File: config.mk
export PLATFORM = sky130hd
export DESIGN_NAME = n1_excpt_ctrl_flat
export DESIGN_NICKNAME = d
export VERILOG_FILES = /design/src/rtl/n1_excpt_ctrl_if.sv /design/src/rtl/n1_excpt_ctrl.sv /design/src/flat_wrapper.sv
export SDC_FILE = /design/constraint.sdc
export NUM_CORES = 1
export LEC_CHECK = 0
export BUFFER_PORTS_ARGS = -buffer_cell sky130_fd_sc_hd__buf_4
export CORE_MARGIN = 1
export CORE_UTILIZATION = 46
export DETAILED_ROUTE_END_ITERATION = 16
export HOLD_SLACK_MARGIN = 0.1
export PLACE_DENSITY_LB_ADDON = 0.25
export SLEW_MARGIN = 30
export SYNTH_ARGS = -nofsm -noshare
export SYNTH_HDL_FRONTEND = slang
export SYNTH_SLANG_ARGS = --single-unit
File: constraint.sdc
create_clock -name clk_i -period 2.6 [get_ports clk_i]
set_input_delay 0.26 -clock clk_i [delete_from_list [all_inputs] [get_ports clk_i]]
set_output_delay 0.26 -clock clk_i [all_outputs]
set_load 0.05 [all_outputs]
File: src/rtl/n1_excpt_ctrl_if.sv
// Exception/interrupt controller signal bundle: slave = controller, master = pipeline/fetch side.
// Port names keep the block's source-to-sink prefixes so they trace back to the surrounding pipeline.
interface n1_excpt_ctrl_if #(
  parameter int IRQ_CNT  = 16,
  parameter int TC_WIDTH = 16
);
  localparam int VEC_W = (IRQ_CNT > 1) ? $clog2(IRQ_CNT) : 1;

  logic [IRQ_CNT-1:0]  irq_req_i;
  logic                ir2excpt_irq_mask_we_i;
  logic [IRQ_CNT-1:0]  ir2excpt_irq_mask_i;
  logic                ir2excpt_excpt_en_i;
  logic                ir2excpt_excpt_dis_i;
  logic                ir2excpt_irq_en_i;
  logic                ir2excpt_irq_dis_i;
  logic                fc2excpt_excpt_clr_i;
  logic                fc2excpt_irq_ack_i;
  logic                fc2excpt_buserr_i;
  logic                sagu2excpt_rsof_i;
  logic                prs2excpt_rsuf_i;
  logic                sagu2excpt_psof_i;
  logic                prs2excpt_psuf_i;
  logic                excpt2fc_excpt_o;
  logic                excpt2fc_irq_o;
  logic [TC_WIDTH-1:0] excpt2prs_tc_o;
  logic [VEC_W-1:0]    excpt2fc_irq_vec_o;
  logic [1:0]          prb_excpt_o;
  logic                prb_excpt_en_o;
  logic                prb_irq_en_o;
  logic [IRQ_CNT-1:0]  prb_irq_pend_o;

  modport master (
    output irq_req_i, ir2excpt_irq_mask_we_i, ir2excpt_irq_mask_i,
           ir2excpt_excpt_en_i, ir2excpt_excpt_dis_i, ir2excpt_irq_en_i, ir2excpt_irq_dis_i,
           fc2excpt_excpt_clr_i, fc2excpt_irq_ack_i, fc2excpt_buserr_i, sagu2excpt_rsof_i,
           prs2excpt_rsuf_i, sagu2excpt_psof_i, prs2excpt_psuf_i,
    input  excpt2fc_excpt_o, excpt2fc_irq_o, excpt2prs_tc_o, excpt2fc_irq_vec_o,
           prb_excpt_o, prb_excpt_en_o, prb_irq_en_o, prb_irq_pend_o
  );

  modport slave (
    input  irq_req_i, ir2excpt_irq_mask_we_i, ir2excpt_irq_mask_i,
           ir2excpt_excpt_en_i, ir2excpt_excpt_dis_i, ir2excpt_irq_en_i, ir2excpt_irq_dis_i,
           fc2excpt_excpt_clr_i, fc2excpt_irq_ack_i, fc2excpt_buserr_i, sagu2excpt_rsof_i,
           prs2excpt_rsuf_i, sagu2excpt_psof_i, prs2excpt_psuf_i,
    output excpt2fc_excpt_o, excpt2fc_irq_o, excpt2prs_tc_o, excpt2fc_irq_vec_o,
           prb_excpt_o, prb_excpt_en_o, prb_irq_en_o, prb_irq_pend_o
  );
endinterface

File: src/rtl/n1_excpt_ctrl.sv
// Exception FSM + masked priority interrupt selector; exception pends 1 cycle after a source, irq 1 cycle
// (level) or 2 cycles (edge, N1_EXCPT_IRQ_EDGE_EN) after request; no backpressure, ack/clear strobes only.
module n1_excpt_ctrl #(
  parameter int IRQ_CNT  = 16,
  parameter int TC_WIDTH = 16
) (
  input logic             clk_i,
  input logic             async_rst_i,
  n1_excpt_ctrl_if.slave  bus
);
  localparam int VEC_W = (IRQ_CNT > 1) ? $clog2(IRQ_CNT) : 1;

  localparam logic [TC_WIDTH-1:0] TC_BUSERR = TC_WIDTH'(-9);
  localparam logic [TC_WIDTH-1:0] TC_RSOF   = TC_WIDTH'(-5);
  localparam logic [TC_WIDTH-1:0] TC_RSUF   = TC_WIDTH'(-6);
  localparam logic [TC_WIDTH-1:0] TC_PSOF   = TC_WIDTH'(-3);
  localparam logic [TC_WIDTH-1:0] TC_PSUF   = TC_WIDTH'(-4);
  localparam logic [TC_WIDTH-1:0] TC_IRQ_BASE = TC_WIDTH'(256);

  typedef enum logic [1:0] {DIS = 2'b00, IDLE = 2'b01, PEND = 2'b10} state_t;

  state_t              state_q, state_d;
  logic [TC_WIDTH-1:0] tc_q, tc_d, src_tc, irq_tc;
  logic                any_src;
  logic [IRQ_CNT-1:0]  irq_r, mask_q, pend, req_m;
  logic                irq_en_q, sel_vld, irq_vld;
  logic [VEC_W-1:0]    sel_idx;

  assign any_src = bus.fc2excpt_buserr_i | bus.sagu2excpt_rsof_i | bus.prs2excpt_rsuf_i
                 | bus.sagu2excpt_psof_i | bus.prs2excpt_psuf_i;

  always_comb begin
    src_tc = '0;
    if (bus.fc2excpt_buserr_i)      src_tc = TC_BUSERR;
    else if (bus.sagu2excpt_rsof_i) src_tc = TC_RSOF;
    else if (bus.prs2excpt_rsuf_i)  src_tc = TC_RSUF;
    else if (bus.sagu2excpt_psof_i) src_tc = TC_PSOF;
    else if (bus.prs2excpt_psuf_i)  src_tc = TC_PSUF;
  end

  // Sources are only looked at in IDLE, so anything raised in DIS or PEND is simply dropped.
  always_comb begin
    state_d = state_q;
    tc_d    = tc_q;
    case (state_q)
      DIS:  if (bus.ir2excpt_excpt_en_i && !bus.ir2excpt_excpt_dis_i) state_d = IDLE;
      IDLE: begin
        if (bus.ir2excpt_excpt_dis_i) begin
          state_d = DIS;
        end else if (any_src) begin
          state_d = PEND;
          tc_d    = src_tc;
        end
      end
      PEND: begin
        if (bus.ir2excpt_excpt_dis_i || bus.fc2excpt_excpt_clr_i) begin
          state_d = DIS;
          tc_d    = '0;
        end
      end
      default: begin
        state_d = DIS;
        tc_d    = '0;
      end
    endcase
  end

  always_ff @(posedge clk_i or negedge async_rst_i) begin
    if (!async_rst_i) begin
      state_q  <= DIS;
      tc_q     <= '0;
      irq_r    <= '0;
      mask_q   <= '1;
      irq_en_q <= 1'b0;
    end else begin
      state_q <= state_d;
      tc_q    <= tc_d;
      irq_r   <= bus.irq_req_i;
      if (bus.ir2excpt_irq_mask_we_i) mask_q <= bus.ir2excpt_irq_mask_i;
      if (bus.ir2excpt_irq_dis_i || bus.fc2excpt_irq_ack_i) irq_en_q <= 1'b0;
      else if (bus.ir2excpt_irq_en_i)                       irq_en_q <= 1'b1;
    end
  end

`ifdef N1_EXCPT_IRQ_EDGE_EN
  logic [IRQ_CNT-1:0] irq_prev, pend_q, ack_clr;

  assign ack_clr = (bus.fc2excpt_irq_ack_i && irq_vld) ? (IRQ_CNT'(1) << sel_idx) : '0;

  // The rising-edge term is ORed after the ack clear so a fresh edge in the ack cycle survives.
  always_ff @(posedge clk_i or negedge async_rst_i) begin
    if (!async_rst_i) begin
      irq_prev <= '0;
      pend_q   <= '0;
    end else begin
      irq_prev <= irq_r;
      pend_q   <= (pend_q & ~ack_clr) | (irq_r & ~irq_prev);
    end
  end

  assign pend = pend_q;
`else
  assign pend = irq_r;
`endif

  assign req_m = pend & mask_q;

  always_comb begin
    sel_vld = 1'b0;
    sel_idx = '0;
    for (int i = IRQ_CNT - 1; i >= 0; i--) begin
      if (req_m[i]) begin
        sel_vld = 1'b1;
        sel_idx = VEC_W'(i);
      end
    end
  end

  assign irq_vld = irq_en_q && sel_vld && (state_q != PEND);
  assign irq_tc  = '0 - (TC_IRQ_BASE + TC_WIDTH'(sel_idx));

  assign bus.excpt2fc_excpt_o   = (state_q == PEND);
  assign bus.excpt2fc_irq_o     = irq_vld;
  assign bus.excpt2fc_irq_vec_o = sel_idx;
  assign bus.excpt2prs_tc_o     = (state_q == PEND) ? tc_q : (irq_vld ? irq_tc : '0);
  assign bus.prb_excpt_o        = state_q;
  assign bus.prb_excpt_en_o     = (state_q != DIS);
  assign bus.prb_irq_en_o       = irq_en_q;
  assign bus.prb_irq_pend_o     = pend;
endmodule
File: src/flat_wrapper.sv
// flat-port wrapper written by rule: the top's interface ports become plain ports
module n1_excpt_ctrl_flat 
#(
  parameter int IRQ_CNT  = 16,
  parameter int TC_WIDTH = 16
)
  (clk_i, async_rst_i, bus_irq_req_i, bus_ir2excpt_irq_mask_we_i, bus_ir2excpt_irq_mask_i, bus_ir2excpt_excpt_en_i, bus_ir2excpt_excpt_dis_i, bus_ir2excpt_irq_en_i, bus_ir2excpt_irq_dis_i, bus_fc2excpt_excpt_clr_i, bus_fc2excpt_irq_ack_i, bus_fc2excpt_buserr_i, bus_sagu2excpt_rsof_i, bus_prs2excpt_rsuf_i, bus_sagu2excpt_psof_i, bus_prs2excpt_psuf_i, bus_excpt2fc_excpt_o, bus_excpt2fc_irq_o, bus_excpt2prs_tc_o, bus_excpt2fc_irq_vec_o, bus_prb_excpt_o, bus_prb_excpt_en_o, bus_prb_irq_en_o, bus_prb_irq_pend_o);
  n1_excpt_ctrl_if #(.IRQ_CNT(IRQ_CNT), .TC_WIDTH(TC_WIDTH)) bus_i ();
  input logic clk_i;
  input logic async_rst_i;
  input wire logic [$bits(bus_i.irq_req_i)-1:0] bus_irq_req_i;
  input wire logic [$bits(bus_i.ir2excpt_irq_mask_we_i)-1:0] bus_ir2excpt_irq_mask_we_i;
  input wire logic [$bits(bus_i.ir2excpt_irq_mask_i)-1:0] bus_ir2excpt_irq_mask_i;
  input wire logic [$bits(bus_i.ir2excpt_excpt_en_i)-1:0] bus_ir2excpt_excpt_en_i;
  input wire logic [$bits(bus_i.ir2excpt_excpt_dis_i)-1:0] bus_ir2excpt_excpt_dis_i;
  input wire logic [$bits(bus_i.ir2excpt_irq_en_i)-1:0] bus_ir2excpt_irq_en_i;
  input wire logic [$bits(bus_i.ir2excpt_irq_dis_i)-1:0] bus_ir2excpt_irq_dis_i;
  input wire logic [$bits(bus_i.fc2excpt_excpt_clr_i)-1:0] bus_fc2excpt_excpt_clr_i;
  input wire logic [$bits(bus_i.fc2excpt_irq_ack_i)-1:0] bus_fc2excpt_irq_ack_i;
  input wire logic [$bits(bus_i.fc2excpt_buserr_i)-1:0] bus_fc2excpt_buserr_i;
  input wire logic [$bits(bus_i.sagu2excpt_rsof_i)-1:0] bus_sagu2excpt_rsof_i;
  input wire logic [$bits(bus_i.prs2excpt_rsuf_i)-1:0] bus_prs2excpt_rsuf_i;
  input wire logic [$bits(bus_i.sagu2excpt_psof_i)-1:0] bus_sagu2excpt_psof_i;
  input wire logic [$bits(bus_i.prs2excpt_psuf_i)-1:0] bus_prs2excpt_psuf_i;
  output wire logic [$bits(bus_i.excpt2fc_excpt_o)-1:0] bus_excpt2fc_excpt_o;
  output wire logic [$bits(bus_i.excpt2fc_irq_o)-1:0] bus_excpt2fc_irq_o;
  output wire logic [$bits(bus_i.excpt2prs_tc_o)-1:0] bus_excpt2prs_tc_o;
  output wire logic [$bits(bus_i.excpt2fc_irq_vec_o)-1:0] bus_excpt2fc_irq_vec_o;
  output wire logic [$bits(bus_i.prb_excpt_o)-1:0] bus_prb_excpt_o;
  output wire logic [$bits(bus_i.prb_excpt_en_o)-1:0] bus_prb_excpt_en_o;
  output wire logic [$bits(bus_i.prb_irq_en_o)-1:0] bus_prb_irq_en_o;
  output wire logic [$bits(bus_i.prb_irq_pend_o)-1:0] bus_prb_irq_pend_o;
  assign bus_i.irq_req_i = bus_irq_req_i;
  assign bus_i.ir2excpt_irq_mask_we_i = bus_ir2excpt_irq_mask_we_i;
  assign bus_i.ir2excpt_irq_mask_i = bus_ir2excpt_irq_mask_i;
  assign bus_i.ir2excpt_excpt_en_i = bus_ir2excpt_excpt_en_i;
  assign bus_i.ir2excpt_excpt_dis_i = bus_ir2excpt_excpt_dis_i;
  assign bus_i.ir2excpt_irq_en_i = bus_ir2excpt_irq_en_i;
  assign bus_i.ir2excpt_irq_dis_i = bus_ir2excpt_irq_dis_i;
  assign bus_i.fc2excpt_excpt_clr_i = bus_fc2excpt_excpt_clr_i;
  assign bus_i.fc2excpt_irq_ack_i = bus_fc2excpt_irq_ack_i;
  assign bus_i.fc2excpt_buserr_i = bus_fc2excpt_buserr_i;
  assign bus_i.sagu2excpt_rsof_i = bus_sagu2excpt_rsof_i;
  assign bus_i.prs2excpt_rsuf_i = bus_prs2excpt_rsuf_i;
  assign bus_i.sagu2excpt_psof_i = bus_sagu2excpt_psof_i;
  assign bus_i.prs2excpt_psuf_i = bus_prs2excpt_psuf_i;
  assign bus_excpt2fc_excpt_o = bus_i.excpt2fc_excpt_o;
  assign bus_excpt2fc_irq_o = bus_i.excpt2fc_irq_o;
  assign bus_excpt2prs_tc_o = bus_i.excpt2prs_tc_o;
  assign bus_excpt2fc_irq_vec_o = bus_i.excpt2fc_irq_vec_o;
  assign bus_prb_excpt_o = bus_i.prb_excpt_o;
  assign bus_prb_excpt_en_o = bus_i.prb_excpt_en_o;
  assign bus_prb_irq_en_o = bus_i.prb_irq_en_o;
  assign bus_prb_irq_pend_o = bus_i.prb_irq_pend_o;
  n1_excpt_ctrl #(.IRQ_CNT(IRQ_CNT), .TC_WIDTH(TC_WIDTH)) u_core (.clk_i(clk_i), .async_rst_i(async_rst_i), .bus(bus_i));
endmodule
==> results.md <==
- RSZ-0062 raised after global routing: true
- Cell at the slowest stage of the critical path: sky130_fd_sc_hd__dfstp_2
- Number of maximum-capacitance violations: 0
- Logic pwr share: 36.1%
- Top cell type's share of synthesized area: 31.13%
- Clock transition at path regs: 0.08 ns
- Normalized max-slew margin: 67.20%
- Number of detailed-routing iterations run before antenna repair: 4
- Synthesized instance count: 164
- Final weighted congestion of routability-driven global placement: 0.7682
- Post-synth ARST share: 100.0%
- IR drop worst, VDD: 0.4498 mV
- Final cell utilization of the core: 76.57%
- Total leakage power: 0.001431 uW
- DR WL/cell: 14.24 um
- Layout cell share with drive strength beyond 1: 62.95%
- Site row count: 23
- Part of the Yosys area used for sequential elements: 52.92%
- Least-Margin Pin Slew: 0.4920 ns
- Hold WS: 0.1156 ns
- Violations in the final reports: negative setup slack
- Total die area: 4457 um^2
- Count of antenna diodes in the layout: 0
- Post-Place Setup Slack: 0.2106 ns
- Avg Vias per Cell: 5.253
- Status: finished, violations left
- Wire length after detailed routing: 4670 um
- Maximum clock insertion buffer count: 2
- Req. time, crit path: 2.34 ns
- Type of the worst min-delay path: primary input to register
- Flop pwr share: 41.6%
- Height of the die: 66.76 um
- Worst stage delay on the critical path: 0.54 ns
- Commonest non-fill, non-tap cells in the layout: 93 x sky130_fd_sc_hd__buf_4, 20 x sky130_fd_sc_hd__mux2_2, 20 x sky130_fd_sc_hd__dfrtp_1
- Via count of the first global-routing pass: 1589
- Die width: 66.76 um
- Starting density of the core: 48.23%
- Clock skew: 0.0006539 ns
- HPWL after DPL: 3289 um
- Depth of the CTS H-tree: 2
- Top achievable clock speed: 382.6 MHz
- Largest net degree at the start of global routing: 41
- Antenna Nets Post-Route: 0
- Int Pwr: 1159 uW
- Clock group share of total power: 22.2%
- Post-layout min period: 2.614 ns
- Master cell of the clock root buffer: sky130_fd_sc_hd__clkbuf_8
- Initial antenna violation count: 0
- Area Growth Syn to Fin: 58.76%
- Critical-path cell list: nand2_1 -> a32o_1 -> a21oi_2 -> o221a_4 -> inv_2 -> ha_4 -> xor2_2 -> o21ai_4 -> buf_8
- Final hold violation count: 0
- Net switching power of the design: 637.4 uW
- Area of the multi-input gates: 934.6 um^2
- Summed instance area of the synthesized netlist: 1929 um^2
- Max-slew violation total from the final report: 0
- Switching share of power: 35.47%
- Total of endpoints with negative setup slack in the final report: 1
- Tot Pwr: 1797 uW
- Wire length of the first global-routing pass: 7024 um
- Most common library cell in the layout ignoring fill and taps: sky130_fd_sc_hd__buf_4
- Critical Path AT: 2.35 ns
- YS warnings: 0
- Count of filler cells inserted in the layout: 263
- Standard cell core area: 4000 um^2
- Critical path class: register to output port
- Post-synth EDFFs: 0
- Post-synth cell types: 36
- Sequential cell area: 1026 um^2
- Via count: 1723
- Post-synth top area cell: sky130_fd_sc_hd__dfrtp_1
- Syn avg cell area: 11.76 um^2
- Clock tree from TritonCTS: done
- Setup ws final: -0.01396 ns
- Period Utilization, post-route: 100.5%
- Pwr/cell area: 586.6 nW/um^2
- Skew-Pair Late Insertion Delay: 0.29 ns
- Top post-synthesis cells by area: sky130_fd_sc_hd__dfrtp_1 31%, sky130_fd_sc_hd__dfstp_2 22%, sky130_fd_sc_hd__mux2_2 12%, sky130_fd_sc_hd__nand2_1 3.9%, sky130_fd_sc_hd__buf_4 2.7%
- Setup total negative slack: -0.01396 ns
- Number of CTS-inserted buffers: 5
- Largest fanout on the critical path: 3
- Iteration-0 DRC Markers: 87
- Synth Register Bits: 40
- Sinks on Clock Net: 40
- Net count after synthesis: 212
- Critical Path End Type: output port
- Total DRC errors in the routed layout: 0
- Overflow left after global routing: 0
- Global-route usage over all layers: 21.53%
- Startpoint type of the worst setup path: register
- Port Buffer Count: 87
- Net count reported at finish: 325
- Most used flip-flop cell after synthesis: sky130_fd_sc_hd__dfrtp_1
- Count of pins on the block boundary: 88
==> power by group through the flow <==
| stage | combinational [uW] | sequential (uW) | clock (uW) |
|---|---|---|---|
| 6_report | 649 | 748 | 400 |
| 5_1_grt | 690 | 755 | 433 |
| 4_1_cts | 614 | 744 | 412 |
| 3_5_place_dp | 564 | 757 | 0 |
| 3_3_place_gp | 559 | 755 | 0 |
| 2_1_floorplan | 346 | 799 | 0 |
==> flip-flops by register name, indices dropped and copies added, names as in the netlist <==
| signal | count |
|---|---|
| u_core.bus.prb_excpt_o | 2 |
| u_core.bus.prb_irq_en_o | 1 |
| u_core.bus.prb_irq_pend_o | 16 |
| u_core.mask_q | 16 |
| u_core.tc_q | 5 |
==> worst paths after layout <==
check                                                end  cells past startpoint                      start  slack [ns]
setup / recovery                   bus_excpt2prs_tc_o[2]                      9           u_core.mask_q[7]       -0.01
hold / removal                   u_core.bus.prb_irq_en_o                      2     bus_ir2excpt_irq_dis_i        0.12
setup reg to reg                          u_core.tc_q[0]                      3  u_core.bus.prb_excpt_o[0]        1.33
hold reg to reg                           u_core.tc_q[2]                      1             u_core.tc_q[2]        0.51
max in group asynchronous   u_core.bus.prb_irq_pend_o[6]                      2                async_rst_i        1.75
min in group asynchronous  u_core.bus.prb_irq_pend_o[12]                      2                async_rst_i        0.47
==> Yosys cell counts (5+ instances only) <==
library cell,instances
sky130_fd_sc_hd__nor2_1,8
sky130_fd_sc_hd__dfrtp_1,24
sky130_fd_sc_hd__a22o_1,6
sky130_fd_sc_hd__nor3_1,6
sky130_fd_sc_hd__a22oi_1,5
sky130_fd_sc_hd__o21ai_0,5
sky130_fd_sc_hd__nand2b_1,5
sky130_fd_sc_hd__inv_1,5
sky130_fd_sc_hd__mux2_2,20
sky130_fd_sc_hd__dfstp_2,16
sky130_fd_sc_hd__nand2_1,20
sky130_fd_sc_hd__buf_4,7
==> kinds of logic after synthesis <==
| group | share of synthesized area [%] |
|---|---|
| AND/OR/NAND/NOR | 12.65 |
| XOR/XNOR | 0.4540 |
| flip-flops | 52.92 |
| adder cells (fa/ha/maj) | 1.297 |
| multiplexers | 11.67 |
| buffers and inverters | 4.280 |
| AO/OA/AOI/OAI | 16.73 |
==> per-stage QoR <==
step / cell area (um^2) / cells
final: 3063 / 328
after floorplan: 1986 / 164
after global routing: 3063 / 328
after detailed placement: 2656 / 294
after global placement: 2656 / 294
after CTS: 2982 / 325
==> critical path, delay by kind of cell (launching register included) <==
| family | cells | cell delay, ns |
|---|---|---|
| fa+ha+maj | 1 | 0.16 |
| flops | 1 | 0.54 |
| buf+inv | 2 | 0.21 |
| compound gates | 4 | 0.86 |
| simple gates | 1 | 0.10 |
| xor+xnor | 1 | 0.18 |
==> layout make-up <==
type                       count  share of cell area, %
multi-input combinational    109                  30.51
timing repair buffer         115                  30.43
sequential                    40                  33.50
clock buffer                   6                  2.369
clock inverter                 2                 0.4085
inverter                       6                 0.7353
tap                           50                  2.042
==> timing repair <==
| action | CTS | global route |
|---|---|---|
| hold endpoints to repair | 40 | 0 |
| buffers inserted | 6 | 3 |
| setup endpoints to repair | 5 | 6 |
| hold buffers | 17 | 0 |
| gates resized for setup | 6 | 14 |
| pin swaps | 6 | 12 |
==> layer usage <==
layer  up-vias  share of wire [%]  global-route usage, %
li1        816                  -                      -
met1       837                 40                  25.58
met2        66                 52                  36.74
met3         4                6.7                  5.993
met4         0               0.94                  7.979
met5         -                  0                      0
Note: power is estimated with default switching activity, not from simulation.
